===== src/rtl/interval_hist.sv =====
// Per-bin hit histogram over fixed-length frames of one-hot samples.
// Each frame's counts drain as a valid/ready record stream, then clear.
module interval_hist #(
  parameter int NUM       = 8,
  parameter int CNT_WIDTH = 16,
  parameter int FRAME_LEN = 1024
) (
  input  logic                    clk_i,
  input  logic                    rst_i,
  input  logic                    clear_i,
  input  logic                    in_valid_i,
  output logic                    in_ready_o,
  input  logic [NUM-1:0]          interval_i,
  output logic                    out_valid_o,
  input  logic                    out_ready_i,
  output logic [$clog2(NUM)-1:0]  out_bin_o,
  output logic [CNT_WIDTH-1:0]    out_count_o,
  output logic                    out_last_o,
  output logic                    error_o
);

  localparam int IW = $clog2(NUM);

  typedef enum logic {ACCUM, DRAIN} state_t;

  state_t               state_q, state_d;
  logic [CNT_WIDTH-1:0] counts_q [NUM];
  logic [31:0]          smp_q;
  logic [IW-1:0]        idx_q;
  logic                 err_q;

  logic          onehot;
  logic [IW-1:0] hit;
  logic          accept;
  logic          last_smp;
  logic          hs;
  logic          drain_end;

  always_comb begin
    onehot = (interval_i != '0) &&
             ((interval_i & (interval_i - NUM'(1))) == '0);
    hit = '0;
    for (int i = 0; i < NUM; i++) begin
      if (interval_i[i]) hit = IW'(i);
    end
  end

  assign in_ready_o  = (state_q == ACCUM) && !clear_i && !rst_i;
  assign out_valid_o = (state_q == DRAIN) && !clear_i;
  assign out_bin_o   = idx_q;
  assign out_count_o = (state_q == DRAIN) ? counts_q[idx_q] : '0;
  assign out_last_o  = (state_q == DRAIN) && (idx_q == IW'(NUM-1));
  assign error_o     = err_q;

  assign accept    = in_valid_i && in_ready_o;
  assign last_smp  = (smp_q == 32'(FRAME_LEN-1));
  assign hs        = out_valid_o && out_ready_i;
  assign drain_end = hs && (idx_q == IW'(NUM-1));

  always_comb begin
    state_d = state_q;
    unique case (state_q)
      ACCUM: if (accept && last_smp) state_d = DRAIN;
      DRAIN: if (drain_end) state_d = ACCUM;
      default: state_d = ACCUM;
    endcase
    if (clear_i) state_d = ACCUM;
  end

  always_ff @(posedge clk_i or posedge rst_i) begin
    if (rst_i) state_q <= ACCUM;
    else       state_q <= state_d;
  end

  // Counters saturate instead of wrapping on long frames.
  always_ff @(posedge clk_i or posedge rst_i) begin
    if (rst_i) begin
      for (int i = 0; i < NUM; i++) counts_q[i] <= '0;
    end else if (clear_i || drain_end) begin
      for (int i = 0; i < NUM; i++) counts_q[i] <= '0;
    end else if (accept && onehot && (counts_q[hit] != '1)) begin
      counts_q[hit] <= counts_q[hit] + 1'b1;
    end
  end

  always_ff @(posedge clk_i or posedge rst_i) begin
    if (rst_i) begin
      smp_q <= '0;
      idx_q <= '0;
      err_q <= 1'b0;
    end else if (clear_i) begin
      smp_q <= '0;
      idx_q <= '0;
      err_q <= 1'b0;
    end else begin
      if (accept) begin
        smp_q <= last_smp ? '0 : smp_q + 32'd1;
        if (!onehot) err_q <= 1'b1;
        if (last_smp) idx_q <= '0;
      end
      if (drain_end)  idx_q <= '0;
      else if (hs)    idx_q <= idx_q + 1'b1;
    end
  end

endmodule


===== config.mk =====
export PLATFORM = sky130hd
export DESIGN_NAME = interval_hist
export DESIGN_NICKNAME = d
export VERILOG_FILES = /design/src/rtl/interval_hist.sv
export SDC_FILE = /design/constraint.sdc
export NUM_CORES = 1
export LEC_CHECK = 0
export CAP_MARGIN = 20
export CORE_MARGIN = 2
export CORE_UTILIZATION = 62
export DETAILED_ROUTE_END_ITERATION = 8
export PLACE_DENSITY = 0.86
export SLEW_MARGIN = 15
export SYNTH_ARGS = -nofsm -noshare
export SYNTH_HDL_FRONTEND = slang
export SYNTH_SLANG_ARGS = --single-unit
export TNS_END_PERCENT = 5

===== constraint.sdc =====
create_clock -name clk_i -period 6.3 [get_ports clk_i]
set_clock_uncertainty 0.05 [all_clocks]
set_input_delay 1.26 -clock clk_i [delete_from_list [all_inputs] [get_ports clk_i]]
set_output_delay 1.26 -clock clk_i [all_outputs]
set_load 0.02 [all_outputs]

==> impl_metrics.csv <==
group,metric,value,unit
layout,seq_area,4130,um^2
floorplan,core,15090,um^2
setup_path,worstPathMaxFanout,14,
layout,area_growth,12.39,%
global_route,grt_usage,35.66,%
status,run_status,"finished clean",
logic_synthesis,syn_area,9502,um^2
logic_synthesis,yosys_most_used_dff,"dfrtp_1",
clock_network,cts_buffers,17,
global_route,overflow,0,
setup_path,crit_required,6.59,ns
flow_run,max-cap-violations,0,
setup_path,criticalPathCategory,"input port to register",
routing,wirelength,27.75,mm
floorplan,ios,36,
layout,drive_gt1_share,12.93,%
timing,finalSetupTns,0,ns
floorplan,dieHeight,127.8,um
routing,drt_iter0_drc,1187,
layout,stdcell_area,10680,um^2
floorplan,dieArea,16330,um^2
timing,period_share,87.15,%
placed_design,gp_congestion,1.008,
floorplan,row_count,45,
clock_network,cts-root-buf,"clkbuf_16",
timing,max_freq,182.1,MHz
clock_network,hold_buffers,0,
clock_network,numClockSinks,165,
timing,min_period,5.490,ns
clock_network,postCtsResizedCells,0,
routing,firstDrtPassIters,6,
layout,multi_input_area,5016,um^2
logic_synthesis,synth_cell_types,72,
logic_synthesis,syn_nets,980,
timing,hold_viol,0,
timing,max_slew_margin,24.76,%
floorplan,die_w,127.8,um
placed_design,hpwl,18.45,mm
placed_design,placed_area,10070,um^2
pwr,power.leakage,4.425,nW
setup_path,r2r_cells,10,
floorplan,initial_core_util,62.97,%
global_route,grt_pass1_vias,8118,
logic_synthesis,seq_area_frac_synth,43.46,%
hold_path,worstHoldPathCells,2,
layout,final_util,70.77,%
global_route,grt_pass1_wl,44.66,mm
hold_path,hp-start,"error_o",
routing,vias,8269,
routing,vias_per_cell,7.020,
clock_network,cts-htree-levels,4,
clock_network,clk_latency,0.43,ns
timing,grt_setup_unrepaired,"false",
logic_synthesis,syn_inst,963,
layout,mostFrequentLayoutCells,"dfrtp_1 (164), o21ai_0 (95), nand2_1 (94), nand3_1 (94), mux2i_1 (73)",
layout,fin_nets,994,
timing,setup_viol,0,
hold_path,worstHoldEndpoint,"error_o",
hold_path,hold_path_class,"register to register",
pwr,cellPowerDensity,212.6,nW/um^2
setup_path,crit_arrival,5.78,ns
clock_network,cts_buffer_depth,2,
logic_synthesis,yosysWarnings,0,
logic_synthesis,async_flop_share,100.0,%
logic_synthesis,syn_avg_cell_area,9.867,um^2
placed_design,io_buffers,35,
global_route,antenna_found_initial,0,
logic_synthesis,synth_edf_count,0,
routing,drc,0,
layout,n_antenna_cell,0,
clock_network,cts.repair_timing.setup_buffer_count,0,
setup_path,r2r_start,"counts_q[83]",
clock_network,cts_tree,"yes",
routing,wl_per_cell,23.56,um
setup_path,r2r_end,"counts_q[32]",
setup_path,reg2reg_slack,2.58,ns
layout,fillCellCount,1082,
pwr,ir_drop,0.1972,mV
logic_synthesis,ys_ff_latch,165,
layout,layout_commonest_cell,"dfrtp_1",
timing,slew_violations,0,
setup_path,endpoint_kind,"register",
timing,worstMarginPinSlew,1.129,ns
global_route,grt_max_degree,83,
setup_path,worst_setup_path_start_kind,"input port",
routing,detail-route-antenna-nets,0,
clock_network,clk_pin_slew,0.06,ns
Yosys cell counts (14+ instances only):
cell | n | area share (%)
o21ai_0 | 95 | 5.0
xor2_1 | 18 | 1.7
mux4_2 | 33 | 7.8
nor2_1 | 53 | 2.1
clkbuf_1 | 45 | 1.8
buf_2 | 20 | 1.1
dfrtp_1 | 165 | 43
or3_1 | 14 | 0.92
mux2i_1 | 73 | 7.7
nand3_1 | 94 | 5.0
a21oi_1 | 23 | 1.2
inv_1 | 15 | 0.59
nor2b_1 | 28 | 1.8
nand2_1 | 94 | 3.7
xnor2_1 | 15 | 1.4
layer usage:
layer	vias up	GRT usage [%]	share of wire [%]
met5	-	0	0
met4	0	14.16	4.0
met3	113	12.27	11
met2	575	54.23	46
met1	4022	47.47	39
li1	3559	-	-
kinds of logic (layout without fill, tap and decap cells):
logic type	after synthesis	count (layout)	synth area share, %
compound gates	208	208	14.00
xor+xnor	35	35	3.384
fa+ha+maj	5	5	0.6321
buf+inv	90	117	4.135
flops	165	165	43.46
mux	111	111	16.10
simple gates	349	349	18.29
registers in the layout, indices dropped and copies added (netlist names):
| signal | cells |
|---|---|
| smp_q | 32 |
| counts_q | 128 |
| state_q | 1 |
| out_bin_o | 3 |
| error_o | 1 |
area by class of cell:
class | instances | share of cell area (%)
multi-input combinational | 708 | 46.97
clock buffer | 18 | 4.019
tap | 188 | 2.203
inverter | 16 | 0.6093
sequential | 165 | 38.68
timing repair buffer | 69 | 6.093
clock inverter | 14 | 1.429
where the power goes:
group / internal [W] / switching [W] / total (W)
clock: 0.000587 / 0.000444 / 0.00103
sequential: 0.00106 / 0.00000173 / 0.00106
combinational: 0.0000491 / 0.000127 / 0.000176
total: 0.00170 / 0.000572 / 0.00227
stage by stage:
step	instances	total power (W)	hold WS, ns	setup slack (ns)
2_1_floorplan	963	0.001195	0.4191	0.5283
3_3_place_gp	1145	0.001251	0.4462	0.6987
3_5_place_dp	1145	0.001252	0.4555	0.5711
4_1_cts	1177	0.002276	0.4694	0.9955
5_1_grt	1178	0.002333	0.4755	0.5897
6_report	1178	0.002270	0.4678	0.8098
critical path: stages:
cell	delay (ns)
clkdlybuf4s50_1	0.63
or4_4	0.73
nor2_1	0.34
a221oi_1	0.17
o21ai_2	0.17
ha_1	0.20
o2111ai_1	0.15
nor4_1	0.47
nand4b_2	0.33
o2111ai_2	0.79
buf_4	0.31
nand3_1	0.09
o21ai_0	0.13
worst max path at each step:
stage	start	end
after global placement	interval_i[4]	counts_q[37]
final	interval_i[4]	counts_q[32]
after CTS	interval_i[4]	counts_q[32]
after floorplan	rst_i	counts_q[0]
after global routing	interval_i[4]	counts_q[37]
after detailed placement	interval_i[4]	counts_q[32]
Note: power is estimated with default switching activity, not from simulation.
